==> src/rtl/interval_meter_pkg.sv <==
// Shared types and constants for the interval meter.
// Holds the FSM state encoding and the default count width.
package interval_meter_pkg;

    localparam int WIDTH_DEFAULT = 16;

    typedef enum logic [1:0] {
        IDLE    = 2'd0,
        ARMED   = 2'd1,
        MEASURE = 2'd2
    } state_t;

endpackage

==> src/rtl/interval_meter_if.sv <==
// Result bus of the interval meter: measurement plus valid/ready handshake and status flags.
// master = producer (meter), slave = consumer.
interface interval_meter_if #(
    parameter int WIDTH = interval_meter_pkg::WIDTH_DEFAULT
);
    logic [WIDTH-1:0] result;
    logic             result_valid;
    logic             result_ready;
    logic             overflow;
    logic             missed;

    modport master (
        output result,
        output result_valid,
        output overflow,
        output missed,
        input  result_ready
    );

    modport slave (
        input  result,
        input  result_valid,
        input  overflow,
        input  missed,
        output result_ready
    );
endinterface

==> src/rtl/interval_meter_result.sv <==
// Purpose: single-entry holding register for completed measurements, with sticky drop flag.
// Latency: result/result_valid update on the edge after done_vld.
// Backpressure: a completion while an unread result is held is dropped and flags missed.
module interval_meter_result #(
    parameter int WIDTH = interval_meter_pkg::WIDTH_DEFAULT
) (
    input  logic             clk,
    input  logic             reset_n,
    input  logic             done_vld,
    input  logic [WIDTH-1:0] done_cnt,
    input  logic             done_ovf,
    interval_meter_if.master res_if
);

    logic [WIDTH-1:0] result_q, result_d;
    logic             valid_q, valid_d;
    logic             ovf_q, ovf_d;
    logic             missed_q, missed_d;
    logic             hs, accept, drop;

    assign hs     = valid_q & res_if.result_ready;
    assign accept = done_vld & (~valid_q | res_if.result_ready);
    assign drop   = done_vld & valid_q & ~res_if.result_ready;

    always_comb begin
        result_d = result_q;
        valid_d  = valid_q;
        ovf_d    = ovf_q;
        missed_d = missed_q;
        if (accept) begin
            result_d = done_cnt;
            ovf_d    = done_ovf;
            valid_d  = 1'b1;
        end else if (hs) begin
            valid_d  = 1'b0;
        end
        // A drop cannot coincide with a handshake, so set-wins ordering is moot.
        if (drop) begin
            missed_d = 1'b1;
        end else if (hs) begin
            missed_d = 1'b0;
        end
    end

    always_ff @(posedge clk or negedge reset_n) begin
        if (!reset_n) begin
            result_q <= '0;
            valid_q  <= 1'b0;
            ovf_q    <= 1'b0;
            missed_q <= 1'b0;
        end else begin
            result_q <= result_d;
            valid_q  <= valid_d;
            ovf_q    <= ovf_d;
            missed_q <= missed_d;
        end
    end

    assign res_if.result       = result_q;
    assign res_if.result_valid = valid_q;
    assign res_if.overflow     = ovf_q;
    assign res_if.missed       = missed_q;

endmodule

==> src/rtl/interval_meter.sv <==
// Purpose: measures the high time of sig_in in clk cycles after an arm pulse (INTERVAL_METER_SAT_EN: saturating count).
// Latency: result_valid rises one cycle after the first low sample ending the pulse.
// Backpressure: result_ready=0 holds the result; later completions are dropped and flag missed.
module interval_meter
    import interval_meter_pkg::*;
#(
    parameter int WIDTH = WIDTH_DEFAULT
) (
    input  logic             clk,
    input  logic             reset_n,
    input  logic             arm,
    input  logic             continuous,
    input  logic             sig_in,
    output logic             measuring,
    interval_meter_if.master res_if
);

    state_t           state_q, state_d;
    logic             sig_d_q;
    logic [WIDTH-1:0] cnt_q, cnt_d;
    logic             sat_q, sat_d;
    logic             rise;
    logic             done;

    assign rise = sig_in & ~sig_d_q;

    always_comb begin
        state_d = state_q;
        cnt_d   = cnt_q;
        sat_d   = sat_q;
        done    = 1'b0;
        case (state_q)
            IDLE: begin
                if (arm) state_d = ARMED;
            end
            ARMED: begin
                // Only an edge starts a measurement; a level already high is skipped.
                if (rise) begin
                    state_d = MEASURE;
                    cnt_d   = WIDTH'(1);
                    sat_d   = 1'b0;
                end
            end
            MEASURE: begin
                if (sig_in) begin
`ifdef INTERVAL_METER_SAT_EN
                    if (cnt_q == '1) begin
                        sat_d = 1'b1;
                    end else begin
                        cnt_d = cnt_q + WIDTH'(1);
                    end
`else
                    cnt_d = cnt_q + WIDTH'(1);
`endif
                end else begin
                    done    = 1'b1;
                    state_d = continuous ? ARMED : IDLE;
                end
            end
            default: state_d = IDLE;
        endcase
    end

    always_ff @(posedge clk or negedge reset_n) begin
        if (!reset_n) begin
            state_q <= IDLE;
            sig_d_q <= 1'b0;
            cnt_q   <= '0;
            sat_q   <= 1'b0;
        end else begin
            state_q <= state_d;
            sig_d_q <= sig_in;
            cnt_q   <= cnt_d;
            sat_q   <= sat_d;
        end
    end

    assign measuring = (state_q == MEASURE);

    interval_meter_result #(.WIDTH(WIDTH)) u_result (
        .clk      (clk),
        .reset_n  (reset_n),
        .done_vld (done),
        .done_cnt (cnt_q),
        .done_ovf (sat_q),
        .res_if   (res_if)
    );

endmodule
==> src/flat_wrapper.sv <==
// flat-port wrapper written by rule: the top's interface ports become plain ports
module interval_meter_flat import interval_meter_pkg::*;
#(
    parameter int WIDTH = WIDTH_DEFAULT
)
  (clk, reset_n, arm, continuous, sig_in, measuring, res_if_result, res_if_result_valid, res_if_overflow, res_if_missed, res_if_result_ready);
  interval_meter_if #(.WIDTH(WIDTH)) res_if_i ();
  input  logic clk;
  input  logic reset_n;
  input  logic arm;
  input  logic continuous;
  input  logic sig_in;
  output logic measuring;
  output wire logic [$bits(res_if_i.result)-1:0] res_if_result;
  output wire logic [$bits(res_if_i.result_valid)-1:0] res_if_result_valid;
  output wire logic [$bits(res_if_i.overflow)-1:0] res_if_overflow;
  output wire logic [$bits(res_if_i.missed)-1:0] res_if_missed;
  input wire logic [$bits(res_if_i.result_ready)-1:0] res_if_result_ready;
  assign res_if_result = res_if_i.result;
  assign res_if_result_valid = res_if_i.result_valid;
  assign res_if_overflow = res_if_i.overflow;
  assign res_if_missed = res_if_i.missed;
  assign res_if_i.result_ready = res_if_result_ready;
  interval_meter #(.WIDTH(WIDTH)) u_core (.clk(clk), .reset_n(reset_n), .arm(arm), .continuous(continuous), .sig_in(sig_in), .measuring(measuring), .res_if(res_if_i));
endmodule
==> config.mk <==
export PLATFORM = sky130hd
export DESIGN_NAME = interval_meter_flat
export DESIGN_NICKNAME = d
export VERILOG_FILES = /design/src/rtl/interval_meter_pkg.sv /design/src/rtl/interval_meter_if.sv /design/src/rtl/interval_meter_result.sv /design/src/rtl/interval_meter.sv /design/src/flat_wrapper.sv
export SDC_FILE = /design/constraint.sdc
export NUM_CORES = 1
export LEC_CHECK = 0
export ABC_AREA = 0
export CAP_MARGIN = 20
export CORE_UTILIZATION = 31
export DETAILED_ROUTE_END_ITERATION = 8
export PLACE_DENSITY = 0.59
export REMOVE_ABC_BUFFERS = 1
export SLEW_MARGIN = 20
export SYNTH_ARGS = -nofsm -noshare
export SYNTH_HDL_FRONTEND = slang
export SYNTH_SLANG_ARGS = --single-unit
==> constraint.sdc <==
create_clock -name clk -period 1.7 [get_ports clk]
set_input_delay 0.425 -clock clk [delete_from_list [all_inputs] [get_ports clk]]
set_output_delay 0.425 -clock clk [all_outputs]
set_load 0.03 [all_outputs]
; Yosys cells after proc, flatten, opt, wreduce, memory -nomap -nowiden
; Index checks and enable logic that the tools add are counted.
; W data, S select, Z words.
[word_totals]
regBits = 37
in_bits = 6
output_inout_bits = 20
wordCells = 41
[op_classes]
add_sub_neg = 1
n_eq_ne = 6
n_mux = 13
bitwise = 9
n_reduce_logical = 6
[ops]
columns = operator, n
row1 = $mux W16, 2
row2 = $pmux W16 S2, 1
row3 = $add A16 B1 Y16 const B, 1
row4 = $mux W1, 6
row5 = $mux W2, 3
row6 = $ne A2 B2 Y1 const B, 3
row7 = $pmux W2 S3, 1
row8 = $reduce_and A3 Y1, 2
row9 = $reduce_bool A2 Y1, 3
row10 = $and A1 B1 Y1, 5
row11 = $not A1 Y1, 3
row12 = $eq A2 B1 Y1 const B, 1
row13 = $eq A2 B2 Y1 const B, 1
row14 = $logic_not A2 Y1, 1
row15 = $ne A2 B1 Y1 const B, 1
row16 = $or A1 B1 Y1, 1

; Depth between registers and ports, before layout
[depth]
ltp_word = 5
depth_mapped = 5
mapped_depth_nobuf = 5

; Hierarchy
; From an unflattened synthesis, not the netlist that was laid out.
[hier_totals]
cells_unflattened = 145
area_unflattened_um2 = 1835.5
[by_module_without_submodules]
columns = module, n_inst, cells_each, area_each_um2, seq_area_each_um2
row1 = interval_meter, 1, 103, 1068.5, 475.5
row2 = interval_meter_result, 1, 42, 767.0, 475.5

; Least setup slack after synthesis
; No wires, ideal clock.
[synth_path]
path_kind = flip-flop to flip-flop
start = register u_core.state_q[1]
end = register u_core.cnt_q[15]
setup_time_ps = 76
arrival_ps = 1663
t_required_ps = 1624
slack_ps = -39
stages_incl_launch_ff = 5
path_buffers = 0
period_less_slack_ps = 1739
path_cell_list = dfrtp_1 -> or3b_4 -> a211o_1 -> or4_1 -> o21ai_1
[synth_between]
elab_chain_cells = 3
elab_cells_between_ends = 7
cone_classes = eq/ne (4) / mux (1) / reduce/logical (2)
[synth_lines]
columns = item, line
row1 = "start, declared", interval_meter.sv:18  ; state_t state_q, state_d;
row2 = "start signal, assigned", interval_meter.sv:71  ; state_q <= state_d;
row3 = $eq A2 B1 Y1 or $eq A2 B2 Y1 (tied branches), interval_meter.sv:32  ; case (state_q)
row4 = "$ne A2 B1 Y1 (no source line), or another cell as far along", -
row5 = $reduce_and A3 Y1 (no source line), -
row6 = "end signal, assigned", interval_meter.sv:73  ; cnt_q <= cnt_d;
row7 = "end, declared", interval_meter.sv:20  ; logic [WIDTH-1:0] cnt_q, cnt_d;
; Several ways; a longest one is shown, not always the timed one.
; A chain may end at the register's enable or synchronous reset.

; Worst setup path after layout
; Same ends and word-level chain as after synthesis.

==> key figures <==
Worst setup path
  • Worst path arrival time: 1.96 ns
  • Critical path startpoint category: register
  • Reg2reg setup slack: -0.05 ns
  • Worst setup EP type: register
  • CP Data Required Time: 1.91 ns
  • Crit Path Class: reg -> reg
  • Critical Path Fanout Max: 6

Power and ir drop
  • Comb power frac: 0.231
  • Peak supply drop: 0.5181 mV
  • Net Sw Frac: 0.2931
  • Clock share of power: 0.269
  • Int Pwr: 0.001446 W
  • P_sw: 0.0005994 W
  • PwrDens: 934.5 mW/mm²
  • Overall Power: 0.002045 W
  • Flop pwr share: 0.499
  • Static leakage: 1.047 nW

Timing
  • Final worst path period share: 1.032
  • Fmax achieved: 570.1 MHz
  • Hold Vio Cnt, Final: 0
  • Slew Limit Fails: 0
  • Minimum clock period: 1.754 ns
  • Setup WS post-layout: -0.05411 ns
  • RSZ-0062 raised after global routing: true
  • Setup violators final: 2
  • Hold WS: 0.4984 ns
  • Clock Skews: 0.004289 ns

Die
  • Die Ht: 74.66 µm
  • Die width: 74.66 µm
  • Core area: 0.005107 mm²
  • Top Ports: 26
  • Initial core utilization: 0.3204
  • Num rows: 26
  • Full die area: 0.005574 mm²

Yosys
  • Share of synthesized flip-flops with an asynchronous set or reset: 1.000
  • Primary FF master, synth: dfrtp_1
  • Simple logic cell fraction of the synthesized area: 0.1598
  • Post-synth top area share: 0.5657
  • Synth Area in Compound Gates: 0.1147
  • Synth Area in Adders: 0.007645
  • Multiplexer area fraction after synthesis: 0.1101
  • Synth Area in XOR/XNOR: 0.01606
  • Syn Inst Count: 145
  • Cell taking the most area after synthesis: dfrtp_1
  • YS warnings: 0
  • Netlist area before placement: 0.001637 mm²
  • Largest family of logic cells by synthesized area: simple AND/OR/NAND/NOR gates
  • Mean Syn Cell Area: 11.29 µm²
  • Synth area leaders: dfrtp_1 (57%), mux2_2 (11%), o21ai_0 (4.6%)
  • Number of distinct library cells after synthesis: 34
  • Sequential area share after synthesis: 0.5657
  • Post-synth EDFFs: 0
  • Register bit count reported by yosys: 37

Detailed routing
  • DRT iter0 DRCs: 55
  • Routed vias: 1,266
  • Final WL: 3266 µm
  • Post-route DRC: 0
  • WL/cell: 12.66 µm
  • Initial DRT Pass Iterations: 5
  • Vias per inst: 4.907
  • Final antenna-violating net count: 0

Clocking
  • Post-CTS Setup Inserts: 0
  • CTS tree: done
  • CTS Buffer Depth: 2
  • Root Driver: clkbuf_8
  • Clock slew seen by the registers of the worst setup and hold paths: 0.07 ns
  • Clk_lat worst skew: 0.28 ns
  • Num CTS Buffers: 5
  • Clk sink count: 37
  • CTS H-Tree Depth: 2

Place
  • Pre-CTS setup slack: -0.3857 ns
  • DPL Wire Length: 2350 µm
  • Placed cell areas: 0.002093 mm²
  • Final Wtd Congestion: 0.8142
  • Port Buf Inserts: 24

Run
  • Max-Cap Viols: 0

GRT
  • Number of global-route vias before repair: 1,243
  • Global route overflow: 0
  • Largest net degree at the start of global routing: 38
  • First-pass GRT wire length: 5595 µm
  • Initial antenna violation count: 0
  • GR Util All Layers: 0.1325

Final layout
  • Post-route cell area: 0.002188 mm²
  • Area grow syn2layout: 33.72%
  • Nets: 196
  • Reg area: 925.9 µm²
  • ANT cells: 0
  • Proportion of layout cells with a drive suffix above 1: 0.2926
  • Fillers: 485
  • Footprint of the multi-input gates: 723.2 µm²

Worst hold path
  • Hold WC Path Type: reg -> reg

Outcome
  • Failing checks: setup timing
  • Status: finished, violations left
-- path summary, 6_finish.rpt --
path                                                   startpoint                           endpoint  depth (start not counted)
worst max-delay path                            u_core.state_q[1]                   u_core.cnt_q[15]                          4
worst min-delay path            u_core.u_result.res_if.result[14]  u_core.u_result.res_if.result[14]                          1
worst max register to register                  u_core.state_q[1]                   u_core.cnt_q[15]                          4
worst min register to register  u_core.u_result.res_if.result[14]  u_core.u_result.res_if.result[14]                          1
max in group asynchronous                                 reset_n      u_core.u_result.res_if.missed                          2
min in group asynchronous                                 reset_n  u_core.u_result.res_if.result[11]                          2
-- cell usage after synthesis, types with 3 or more instances --
| master | instances |
|---|---|
| a21oi_1 | 10 |
| dfrtp_1 | 37 |
| inv_1 | 3 |
| mux2_2 | 16 |
| nand2_1 | 11 |
| nand3_1 | 6 |
| nand4_1 | 5 |
| nor2_1 | 6 |
| o21ai_0 | 15 |
| or3_1 | 8 |
-- routing by layer --
| metal | share of wire | up-vias | GRT usage |
|---|---|---|---|
| met5 | 0 | - | 0 |
| met4 | 0.021 | 0 | 0.06499 |
| met3 | 0.036 | 7 | 0.03347 |
| met2 | 0.50 | 25 | 0.2212 |
| met1 | 0.44 | 617 | 0.1598 |
| li1 | - | 617 | - |
-- cell families (layout without fill, tap and decap cells) --
group,Yosys count,count (layout)
compound gates,33,33
xor+xnor,3,3
simple gates,47,47
other cells,1,1
mux,16,16
fa+ha+maj,1,1
flops,37,37
buf+inv,7,50
-- per-stage QoR --
step,setup TNS [ns],util,cells
finish,-0.05747,0.4285,258
CTS,-0.2057,0.4236,258
global placement,-6.491,0.4098,252
detailed placement,-7.871,0.4098,252
global route,-0.4415,0.4285,258
floorplan,-2.112,-,141
-- placed cells by master (no fill, tap or decap), drive strengths merged, types with 2 or more instances in the layout --
master	instances
mux2	16
and2	2
clkdlybuf4s50	4
o21ai	16
nor2	6
a211o	2
buf	18
inv	3
dfrtp	37
xnor2	2
nand3	6
nand2	11
nand4	5
dlygate4sd2	19
or3	8
a21oi	10
clkbuf	5
nand2b	2
-- power by group through the flow --
stage | sequential, W | combinational, W | clock (W)
6_report | 0.00102 | 0.000473 | 0.000551
5_1_grt | 0.00103 | 0.000519 | 0.000616
4_1_cts | 0.00102 | 0.000476 | 0.000568
3_5_place_dp | 0.00104 | 0.000494 | 0
3_3_place_gp | 0.00103 | 0.000480 | 0
2_1_floorplan | 0.00112 | 0.000153 | 0
-- critical path: stages, from the launching register on --
cell,delay [ns]
dfrtp_1,0.38
or3b_4,0.43
a211o_1,0.32
or4_1,0.47
o21ai_1,0.08
-- registers in the layout (all words and copies together), names as in the netlist --
name / cells
u_core.cnt_q: 16
u_core.sig_d_q: 1
u_core.state_q: 2
u_core.u_result.res_if.missed: 1
u_core.u_result.res_if.result: 16
u_core.u_result.res_if.result_valid: 1
-- layout make-up --
| cell class | instances | share of cell area |
|---|---|---|
| clock inverter | 1 | 0.002287 |
| multi-input combinational | 101 | 0.3305 |
| clock buffer | 5 | 0.03145 |
| sequential | 37 | 0.4231 |
| inverter | 3 | 0.005146 |
| tap | 70 | 0.04002 |
| timing repair buffer | 41 | 0.1675 |
-- timing repair --
action,CTS,global route
setup endpoints to repair,28,11
pin swaps,3,7
hold buffers,0,0
resized for setup,24,8
(Power assumes the default switching activity.)
